<file path="src/rtl/adcif.sv">
// I2S capture receiver: synchronizes an external BCK/LRCK/DATA stream into clk and
// deserializes 24-bit left/right words, strobing each completed stereo pair.
module adcif #(
  parameter int unsigned SYNC_STAGES = 2
) (
  input  logic        clk,
  input  logic        rst,
  input  logic        i2s_bck,
  input  logic        i2s_lrck,
  input  logic        i2s_data,
  output logic        sample_valid,
  output logic [23:0] left_data,
  output logic [23:0] right_data,
  output logic        frame_error
);

  localparam int unsigned WORD_W = 24;
  localparam int unsigned CNT_W  = 5;

  typedef enum logic [1:0] {
    UNSYNC = 2'd0,
    WAIT_L = 2'd1,
    WAIT_R = 2'd2
  } state_t;

  state_t                 state;
  logic [SYNC_STAGES-1:0] bck_sync;
  logic [SYNC_STAGES-1:0] lrck_sync;
  logic [SYNC_STAGES-1:0] data_sync;
  logic                   bck_prev;
  logic                   lrck_last;
  logic [CNT_W-1:0]       bit_cnt;
  logic [WORD_W-1:0]      shreg;
  logic [WORD_W-1:0]      left_hold;

  logic bck_s;
  logic lrck_s;
  logic data_s;
  logic bck_rise;
  logic slot_short;

  assign bck_s      = bck_sync[SYNC_STAGES-1];
  assign lrck_s     = lrck_sync[SYNC_STAGES-1];
  assign data_s     = data_sync[SYNC_STAGES-1];
  assign bck_rise   = bck_s & ~bck_prev;
  assign slot_short = (bit_cnt < CNT_W'(WORD_W));

  // Equal-depth chains keep LRCK/DATA aligned with the BCK edge that samples them
  always_ff @(posedge clk or posedge rst) begin
    if (rst) begin
      bck_sync  <= '0;
      lrck_sync <= '0;
      data_sync <= '0;
      bck_prev  <= 1'b0;
    end else begin
      bck_sync  <= {bck_sync[SYNC_STAGES-2:0], i2s_bck};
      lrck_sync <= {lrck_sync[SYNC_STAGES-2:0], i2s_lrck};
      data_sync <= {data_sync[SYNC_STAGES-1-1:0], i2s_data};
      bck_prev  <= bck_s;
    end
  end

  // Slot tracking, capture and arming; the bit on a slot-start edge belongs to the old slot
  always_ff @(posedge clk or posedge rst) begin
    if (rst) begin
      state        <= UNSYNC;
      lrck_last    <= 1'b0;
      bit_cnt      <= '0;
      shreg        <= '0;
      left_hold    <= '0;
      left_data    <= '0;
      right_data   <= '0;
      sample_valid <= 1'b0;
      frame_error  <= 1'b0;
    end else begin
      sample_valid <= 1'b0;
      frame_error  <= 1'b0;
      if (bck_rise) begin
        if (lrck_s != lrck_last) begin
          shreg     <= '0;
          bit_cnt   <= '0;
          lrck_last <= lrck_s;
          if ((state != UNSYNC) && slot_short) begin
            frame_error <= 1'b1;
          end
          if (!lrck_last) begin
            left_hold <= shreg;
            if (state == WAIT_L) begin
              state <= WAIT_R;
            end
          end else begin
            if (state == WAIT_R) begin
              left_data    <= left_hold;
              right_data   <= shreg;
              sample_valid <= 1'b1;
              state        <= WAIT_L;
            end else if (state == UNSYNC) begin
              state <= WAIT_L;
            end
          end
        end else if (slot_short) begin
          shreg[CNT_W'(WORD_W - 1) - bit_cnt] <= data_s;
          bit_cnt <= bit_cnt + CNT_W'(1);
        end
      end
    end
  end

endmodule

</file>
<file path="config.mk">
export PLATFORM = sky130hd
export DESIGN_NAME = adcif
export DESIGN_NICKNAME = d
export VERILOG_FILES = /design/src/rtl/adcif.sv
export SDC_FILE = /design/constraint.sdc
export NUM_CORES = 1
export LEC_CHECK = 0
export CORE_MARGIN = 2
export CORE_UTILIZATION = 59
export CTS_CLUSTER_DIAMETER = 30
export DETAILED_ROUTE_END_ITERATION = 10
export GPL_ROUTABILITY_DRIVEN = 0
export PLACE_DENSITY = 0.91
export REMOVE_ABC_BUFFERS = 1
export SLEW_MARGIN = 30
export SYNTH_ARGS = -nofsm -noshare
export SYNTH_HDL_FRONTEND = slang
export SYNTH_SLANG_ARGS = --single-unit
</file>
<file path="constraint.sdc">
create_clock -name clk -period 6.8 [get_ports clk]
set_input_delay 1.36 -clock clk [delete_from_list [all_inputs] [get_ports clk]]
set_output_delay 1.36 -clock clk [all_outputs]
set_load 0.02 [all_outputs]
</file>
After elaboration in Yosys (flattened, before gate mapping):

Cells that the tools add are included.
Widths: inputs -> output; s select.

* $add $sub $neg: 2
* magnitude comparators: 3
* equality and inequality tests: 4
* muxes and demuxes: 18
* bitwise operators: 3
* reductions and logical operators: 11

Operator list (number)
* $mux 24: 2
* $bwmux 24: 1
* $mux 5: 2
* $mux 1: 8
* $mux 2: 4
* $reduce_and 4->1: 2
* $lt 5x6->1 const B: 1
* $reduce_bool 2->1: 3
* $add 5x1->5 const B: 1
* $demux 1 s5: 1
* $ge 5x1->1 const B: 1
* $lt 5x5->1 const B: 1
* $sub 5x5->5 const A: 1
* $reduce_and 2->1: 2
* $ne 3x1->1 const B: 1
* $reduce_and 3->1: 1
* $eq 2x1->1 const B: 1
* $eq 2x2->1 const B: 1
* $logic_and 1x1->1: 2
* $logic_not 2->1: 1
* $not 1->1: 2
* $and 1x1->1: 1
* $ne 1x1->1: 1

* flip-flop bits (word level): 113
* input bits: 5
* logic and storage cells: 54

Longest topological paths before layout:

Gate-level depths: netlist (run 1).

* depth after elaboration: 8
* mapped depth: 6
* mapped depth without buffers: 5

Least setup slack after synthesis (run 1):

OpenSTA, ideal clock, no wires.

* kind: reg-to-reg
* start point: register bck_prev
* end point: register left_data[10]
* library setup time: 127 ps
* data arrival time: 1661 ps
* data required time: 6673 ps
* slack: 5011 ps
* stages on the path, launching flop included: 7
* buffers on the path: 3
* period minus slack after synthesis: 1789 ps
* cells stage by stage: dfrtp_1 nand2b_1 buf_2 nor4_4 buf_6 buf_6 mux2_1

* cells in the longest elaborated chain, start to end: 3

Ends and longest elaborated chain
* start: declaration: RTL line 30 `logic bck_prev;`
* start signal: assignment: RTL line 59 `bck_prev <= bck_s;`
* $not 1->1: RTL line 45 `assign bck_rise = bck_s & ~bck_prev;`
* $and 1x1->1: RTL line 45
* $reduce_and 4->1 (no line)
* end signal: assignment: RTL line 93 `left_data <= left_hold;`
* end: declaration: RTL line 12 `output logic [23:0] left_data,`

No other way between the ends.
A chain may end at the register's enable or synchronous reset.

Worst setup path in the final report (run 1):

* start point: register right_data[17]
* end point: output right_data[17]

RTL lines
* start: declaration: RTL line 13 `output logic [23:0] right_data,`
* start signal: assignment: RTL line 94 `right_data <= shreg;`

No word-level cell between the ends.

==> impl_metrics.toml, run 1 <==
[clock_tree]
root_buffer = "clkbuf_8"
worstSkewPairLatency_ns = 0.51
clkTransAtPathRegs_ns = 0.06
cts_buffer_depth = 2
clock_sinks = 113
cts_setup_buffers = 0
h-tree-depth = 4
ctsHoldBuffers = 0
cts_tree = "yes"
cts_buffers = 17
cts_resized = 0

[grt]
overflow = 0
grt_start_max_net_pins = 77
antenna_found_initial = 0
grt_pass1_vias = 2917
grt_usage_pct = 23.00
grt_pass1_wl_mm = 14.65

[critical_path]
worstPathCellList = "clkdlybuf4s50_1"
cp.arrival_ns = 1.53
required_ns = 5.44
path_max_fanout = 2
critical-path-top-delay-family = "buffers and inverters"
setup.worst_path.end_class = "output port"
start_kind = "flip-flop"
crit_path_max_incr_delay_ns = 0.64
setup.worst_path.class = "reg2out"
crit_slowest_cell = "clkdlybuf4s50_1"
cp.depth = 1
reg2reg_depth = 4
path_buf_inv = 1

[cells_and_area]
syn2layout_area_growth_pct = 25.66
finalInstanceArea_sq_um = 5748
fin_nets = 387
num_antenna_cells = 0
final_common_cell = "dfrtp_1"
drive_gt1_share_pct = 27.88
final_cell_mix = "dfrtp_1, mux2_2, clkdlybuf4s50_1, a32o_1, nand2_1"

[sta]
holdWs_ns = 0.3517
rsz0062_at_grt = "false"
fin_skew_ns = 0.006803
drv_slew = 0
worst_pin_slew_ns = 0.8774
fin_tns_setup_ns = 0
fin_crit_sh_pct = 42.45
hold_viol_final = 0
setup_viol = 0
maxSlewHeadroom_pct = 41.02
post-route-min-period_ns = 2.886
fmax_ghz = 0.3464

[routing]
firstDrtPassIters = 5
vias_per_cell = 5.836
wire_per_inst_um = 18.49
drt_iter0_markers = 247
vias = 2877
post-route-drc-count = 0
postRouteAntennaNets = 0
wirelength_mm = 9.114

[yosys]
synth_cells = 320
synth_area_per_cell_sq_um = 14.29
syn_area_sq_um = 4574
yosysSeqAreaShare_pct = 61.82
synth_top_area_share_pct = 61.82
synthTopCellsByArea = "dfrtp_1, mux2_2, a32o_1"
synth.largest_area_cell = "dfrtp_1"
yosys_warnings = 0
ys_seq_elements = 113
yosys.cell_types.count = 41

[min_path]
min_path_cells = 0
hold_path.class = "reg2reg"

[floorplanning]
initial_core_util_pct = 60.13
core.rowCount = 32
core-area_sq_um = 7607
fp.dieArea_sq_um = 8473
io_pins = 55
die_x_um = 92.05
die_h_um = 92.05

[power]
seqPwrFrac_pct = 43.0
power_uw = 1698
p_leak_uw = 0.002653
clockPowerShare_pct = 48.7
power.switching_uw = 421.1
p_sw_share_pct = 24.80
pwr-share-comb_pct = 8.3
irDropWorstVdd_uv = 198.3
power.internal_uw = 1277
powerDensity_nw_per_um2 = 295.4

[outcome]
outcome = "completed"

[job]
cap_violations = 0

[place]
placed_area_sq_um = 5180
dp_hpwl_mm = 5.477
port-buffer-count = 54
==> power groups by stage <==
stage	Clock, uW	Sequential, uW	Combinational (uW)
6_report	828	730	140
5_1_grt	870	733	151
4_1_cts	834	730	141
3_5_place_dp	0	740	137
3_3_place_gp	0	737	133
2_1_floorplan	0	746	78.1
==> registers in the layout, indices dropped and copies added, names as in the netlist, 2 cells and up <==
| name | count |
|---|---|
| bck_sync | 2 |
| bit_cnt | 5 |
| data_sync | 2 |
| left_data | 24 |
| left_hold | 24 |
| lrck_sync | 2 |
| right_data | 24 |
| shreg | 24 |
| state | 2 |
==> through the flow <==
stage | setup slack, ns | instances | util [%]
floorplan | 2.453 | 301 | -
global placement | 3.744 | 461 | 68.01
detailed placement | 3.720 | 461 | 68.09
CTS | 3.897 | 493 | 75.43
global route | 3.878 | 493 | 75.56
finish | 3.914 | 493 | 75.56
==> kinds of logic (layout without fill, tap and decap cells) <==
logic type	count (synthesis)	after routing	share of synthesized area, %
multiplexers	73	73	17.94
flip-flops	113	113	61.82
AND/OR/NAND/NOR	67	67	8.726
buffers and inverters	23	94	2.598
AO/OA/AOI/OAI	38	38	7.111
adder cells (fa/ha/maj)	4	4	1.094
XOR/XNOR	2	2	0.7114
==> Yosys cell counts (all sizes together) <==
master   instances
a21oi            2
a31oi            2
a32o            23
and2             3
and3             1
and3b            2
and4             1
and4bb           1
buf             10
clkbuf           9
dfrtp          113
ha               4
inv              4
mux2            72
mux2i            1
nand2           21
nand2b           1
nand3           10
nand3b           1
nand4b           1
nor2             4
nor2b            7
nor3             4
nor3b            1
nor4             5
nor4b            1
nor4bb           1
o21a             2
o21ai            5
o22a             1
o2bb2ai          1
o31ai            2
or3              1
or4              1
xnor2            1
xor2             1
==> worst register-to-register path, delay by kind of cell (launching register included) <==
kind	cells	cell delay, ns
AND/OR/NAND/NOR	2	0.83
buffers and inverters	1	0.54
multiplexers	1	0.49
flip-flops	1	0.46
==> metal layers <==
layer  up-vias  GRT usage, %  share of wire (%)
met2        96         37.68                 51
met1      1470         28.37                 42
met5         -             0                  0
met4         0         8.955                1.3
met3        13         7.806                5.1
li1       1298             -                  -
==> path summary, 6_finish.rpt <==
path,startpoint,endpoint,slack [ns]
max,right_data[17]$_DFFE_PP0P_,right_data[17],3.91
min,data_sync[0]$_DFF_PP0_,data_sync[1]$_DFF_PP0_,0.35
max reg2reg,bck_prev$_DFF_PP0_,right_data[17]$_DFFE_PP0P_,4.36
min reg2reg,data_sync[0]$_DFF_PP0_,data_sync[1]$_DFF_PP0_,0.35
max in group asynchronous,rst,state[0]$_DFFE_PP0P_,4.59
min in group asynchronous,rst,left_data[6]$_DFFE_PP0P_,1.22
==> area by class of cell <==
| cell class | count | area [sq um] |
|---|---|---|
| fill | 432 | 1859 |
| tap | 102 | 127.6 |
| inverter | 4 | 17.52 |
| clock inverter | 14 | 140.1 |
| multi-input combinational | 184 | 1643 |
| timing repair buffer | 58 | 574.3 |
| clock buffer | 18 | 417.9 |
| sequential | 113 | 2828 |
(Power assumes the default switching activity.)
==> run 2, diff against run 1 <==
- CORE_UTILIZATION: 59 -> 55
- PLACE_DENSITY: 0.91 -> 0.86
- clock period: 6.8 -> 2.95 ns (I/O delays scaled with it)
==> run 2 against run 1 <==
  * Sequential cell count is the same
  * Hold slack worse by 0.0055 ns
  * Critical endpoint is now left_data[15]$_DFFE_PP0P_
  * Final area is 0.87% higher
  * Cell count increased by 1.0%
  * Clock power increased by 130%
  * Critical path depth up 3
  * Combinational power up 140%
  * Core utilization decreased by 4.3 points
==> impl_metrics.toml, run 2 (same netlist as run 1, synthesis figures left out) <==
[routing]
vias_per_cell = 5.928
firstDrtPassIters = 5
drt_iter0_markers = 323
wire_per_inst_um = 18.89
postRouteAntennaNets = 0
vias = 2952
post-route-drc-count = 0
wirelength_mm = 9.405

[grt]
grt.met3_usage_pct = 6.403
overflow = 0
busiest_layer = "met2"
met1_usage_pct = 29.39
antenna_found_initial = 0
grt_start_max_net_pins = 50
grt_usage_pct = 22.76
grt_pass1_vias = 2983
use_met2_pct = 36.03
grt_pass1_wl_mm = 15.32

[place]
dp_hpwl_mm = 5.692
port-buffer-count = 54
placed_area_sq_um = 5238
dpl.cell_count = 467

[outcome]
outcome = "completed"

[cells_and_area]
num_antenna_cells = 0
drive_gt1_share_pct = 28.24
final_common_cell = "dfrtp_1"
stdcell_count = 498
utilization_pct = 71.28
fillers = 531
final_cell_mix = "dfrtp_1, mux2_2, clkdlybuf4s50_1, a32o_1, nand2_1"
fin_nets = 390
syn2layout_area_growth_pct = 26.75
finalInstanceArea_sq_um = 5798

[sta]
fin_crit_sh_pct = 74.94
post-route-min-period_ns = 2.211
setup_viol = 0
holdWs_ns = 0.3462
hold_viol_final = 0
worst_pin_slew_ns = 0.8481
rsz0062_at_grt = "false"
maxSlewHeadroom_pct = 42.99
drv_slew = 0
fmax_ghz = 0.4523
fin_skew_ns = 0.004557

[critical_path]
rrSetupSlack_ns = 0.74
r2r_end = "left_data[15]$_DFFE_PP0P_"
required_ns = 3.34
setup.worst_path.class = "reg2reg"
crit_slowest_cell = "nand2b_1"
setup.worst_path.end_class = "flip-flop"
crit_path_max_incr_delay_ns = 0.47
critical-path-top-delay-family = "simple AND/OR/NAND/NOR gates"
cp.arrival_ns = 2.60
worstPathCellList = "nand2b_1 > nor4_4 > buf_12 > mux2_2"
start_kind = "flip-flop"
reg2reg_depth = 4
path_buf_inv = 1
r2r_start = "bck_prev$_DFF_PP0_"
path_max_fanout = 49

[clock_tree]
ctsHoldBuffers = 0
cts_setup_buffers = 0
h-tree-depth = 4
root_buffer = "clkbuf_8"
cts_buffer_depth = 2
clkTransAtPathRegs_ns = 0.05
worstSkewPairLatency_ns = 0.52
clock_sinks = 113
cts_buffers = 17
cts_tree = "yes"
cts_resized = 0

[min_path]
min_to = "lrck_sync[1]$_DFF_PP0_"
hold_path.class = "reg2reg"
hold_start = "lrck_sync[0]$_DFF_PP0_"
min_path_cells = 0

[floorplanning]
die_h_um = 95.20
io_pins = 55
core.rowCount = 33
fp.dieArea_sq_um = 9062
initial_core_util_pct = 56.24
core-area_sq_um = 8134
die_x_um = 95.20

[power]
p_leak_uw = 0.002681
irDropWorstVdd_uv = 474.3
powerDensity_nw_per_um2 = 669.2
power_uw = 3880

[job]
cap_violations = 0
==> run 2: changes by cell type in the layout (fill, tap and decap cells not counted), sizes merged <==
cell / before / now
clkinv: 6 / 5
bufinv: 2 / 1
inv: 5 / 4
clkinvlp: 5 / 4
buf: 4 / 7
clkbuf: 18 / 21
==> run 2: stage by stage <==
stage | TNS [ns] | setup slack [ns]
2_1_floorplan | -76.95 | -0.6274
3_3_place_gp | 0 | 0.8997
3_5_place_dp | 0 | 0.8113
4_1_cts | 0 | 0.7914
5_1_grt | 0 | 0.6372
6_report | 0 | 0.7393
==> run 2: layout make-up <==
type / instances / area [sq um] / share of cell area (%)
Multi-Input combinational cell: 184 / 1637 / 28.23
Clock buffer: 21 / 469.2 / 8.092
Inverter: 4 / 17.52 / 0.3021
Sequential cell: 113 / 2828 / 48.77
Tap cell: 105 / 131.4 / 2.266
Clock inverter: 10 / 85.08 / 1.467
Timing Repair Buffer: 61 / 630.6 / 10.88
==> run 2: worst max-delay path by stage <==
| stage | startpoint | endpoint | depth (start not counted) |
|---|---|---|---|
| 3_5_place_dp | bck_prev$_DFF_PP0_ | right_data[20]$_DFFE_PP0P_ | 4 |
| 4_1_cts | bck_prev$_DFF_PP0_ | left_data[15]$_DFFE_PP0P_ | 4 |
| 5_1_grt | bck_prev$_DFF_PP0_ | left_data[15]$_DFFE_PP0P_ | 4 |
| 2_1_floorplan | rst | bck_prev$_DFF_PP0_ | 1 |
| 3_3_place_gp | bck_prev$_DFF_PP0_ | left_data[2]$_DFFE_PP0P_ | 4 |
| 6_report | bck_prev$_DFF_PP0_ | left_data[15]$_DFFE_PP0P_ | 4 |
==> run 2: report_power, final <==
part / switching, uW / internal (uW) / leakage, uW
combinational: 187 / 142 / 0.000864
clock: 678 / 1190 / 0.000267
sequential: 68.6 / 1620 / 0.00155
total: 934 / 2950 / 0.00268
==> run 2: routing by layer <==
metal	vias to the layer above	routed length, um	part of all wire, %
met5	-	0	0
met2	119	4797	51
met4	0	225	2.4
li1	1294	-	-
met3	29	481	5.1
met1	1510	3900	41
==> run 3, diff against run 2 <==
- clock period: 2.95 -> 2.1 ns (I/O delays scaled with it)
==> run 3 against run 2 <==
  * Combinational power up 51%
  * Sequential share of layout area down 0.61 points
  * Cell count up 2.0%
  * Fmax up 15%
  * Clock skew up 0.0028 ns
  * Via count up 0.81%
  * Wire length up 2.4%
  * Critical path type unchanged
  * Critical endpoint is now right_data[14]$_DFFE_PP0P_
==> impl_metrics.toml, run 3 (same netlist as run 1, synthesis figures left out) <==
[clock_tree]
h-tree-depth = 4
cts_buffer_depth = 2
cts_resized = 0
cts_setup_buffers = 0
clock_sinks = 113
cts_tree = "yes"
root_buffer = "clkbuf_8"
clkTransAtPathRegs_ns = 0.06
ctsHoldBuffers = 0
cts_buffers = 17
worstSkewPairLatency_ns = 0.51

[routing]
wirelength_mm = 9.632
vias_per_cell = 5.858
drt_iter0_markers = 229
wire_per_inst_um = 18.96
vias = 2976
postRouteAntennaNets = 0
post-route-drc-count = 0
firstDrtPassIters = 5

[floorplanning]
core.rowCount = 33
io_pins = 55
fp.dieArea_sq_um = 9062
core-area_sq_um = 8134
die_x_um = 95.20
die_h_um = 95.20
initial_core_util_pct = 56.24

[sta]
worst_pin_slew_ns = 0.7903
fmax_ghz = 0.5181
hold_viol_final = 0
fin_tns_setup_ns = 0
holdWs_ns = 0.3109
post-route-min-period_ns = 1.930
setup_viol = 0
rsz0062_at_grt = "false"
drv_slew = 0
fin_skew_ns = 0.007330
fin_crit_sh_pct = 91.92
maxSlewHeadroom_pct = 47.18

[critical_path]
cp.arrival_ns = 2.31
setup.worst_path.end_class = "flip-flop"
crit_path_max_incr_delay_ns = 0.49
start_kind = "flip-flop"
setup.worst_path.class = "reg2reg"
required_ns = 2.48
path_max_fanout = 30
crit_slowest_cell = "dfrtp_1"
worstPathCellList = "xnor2_2 > nor4_4 > buf_4 > mux2_2"

[cells_and_area]
drive_gt1_share_pct = 29.28
final_cell_mix = "dfrtp_1, mux2_2, clkdlybuf4s50_1, a32o_1, nand2_1"
syn2layout_area_growth_pct = 28.36
num_antenna_cells = 0
stdcell_count = 508
fin_nets = 400
fillers = 503
final_common_cell = "dfrtp_1"
finalInstanceArea_sq_um = 5872

[grt]
grt_pass1_vias = 3074
grt_start_max_net_pins = 37
overflow = 0
grt_pass1_wl_mm = 15.74
antenna_found_initial = 0
grt_usage_pct = 23.44

[outcome]
outcome = "completed"

[job]
cap_violations = 0

[power]
p_sw_share_pct = 23.76
powerDensity_nw_per_um2 = 941.9
irDropWorstVdd_uv = 558.6
pwr-share-comb_pct = 9.0
clockPowerShare_pct = 48.4
power.switching_uw = 1314
seqPwrFrac_pct = 42.6
p_leak_uw = 0.002746
power.internal_uw = 4216

[place]
placed_area_sq_um = 5313
dp_hpwl_mm = 6.013
dpl.cell_count = 477
port-buffer-count = 54

[min_path]
hold_path.class = "in2async"
-- run 3: worst max-delay path, delay by kind of cell, from the launching register on --
family,cells,cell delay [ns]
xor+xnor,1,0.24
buf+inv,1,0.41
flops,1,0.49
mux,1,0.39
simple gates,1,0.25
-- run 3: final cells by class --
| cell class | instances | area (sq um) | share of cell area [%] |
|---|---|---|---|
| Timing Repair Buffer | 71 | 705.7 | 12.02 |
| Tap cell | 105 | 131.4 | 2.237 |
| Multi-Input combinational cell | 184 | 1630 | 27.76 |
| Clock buffer | 21 | 449.2 | 7.650 |
| Inverter | 4 | 17.52 | 0.2983 |
| Sequential cell | 113 | 2828 | 48.16 |
| Clock inverter | 10 | 110.1 | 1.875 |
-- run 3: stage by stage --
stage / utilization (%) / power [uW] / setup slack (ns)
global placement: 65.31 / 2851 / 0.2978
detailed placement: 65.31 / 2874 / 0.1919
global route: 72.19 / 5746 / 0.07551
floorplan: - / 2669 / -1.307
CTS: 72.19 / 5562 / 0.1682
finish: 72.19 / 5531 / 0.1697
-- run 3: worst paths after layout --
path,slack (ns),end,from,cells past startpoint
max in group asynchronous,1.27,bit_cnt[4]$_DFFE_PP0P_,rst,3
setup / recovery,0.17,right_data[14]$_DFFE_PP0P_,lrck_last$_DFFE_PP0P_,4
min in group clk,0.35,data_sync[1]$_DFF_PP0_,data_sync[0]$_DFF_PP0_,0
hold reg to reg,0.35,data_sync[1]$_DFF_PP0_,data_sync[0]$_DFF_PP0_,0
hold / removal,0.31,left_data[4]$_DFFE_PP0P_,rst,2
setup reg to reg,0.17,right_data[14]$_DFFE_PP0P_,lrck_last$_DFFE_PP0P_,4
-- run 3: power by group through the flow --
stage | Clock [uW] | Combinational (uW) | Sequential, uW
3_3_place_gp | 0 | 472 | 2380
6_report | 2680 | 497 | 2360
4_1_cts | 2710 | 498 | 2350
5_1_grt | 2840 | 538 | 2370
3_5_place_dp | 0 | 486 | 2390
2_1_floorplan | 0 | 253 | 2420
-- run 3: per-layer routing --
metal	vias to the layer above	track usage [%]	part of all wire, %
li1	1316	-	-
met1	1537	29.74	41
met2	109	38.09	53
met3	14	7.115	5.4
met4	0	8.816	1.2
met5	-	0	0
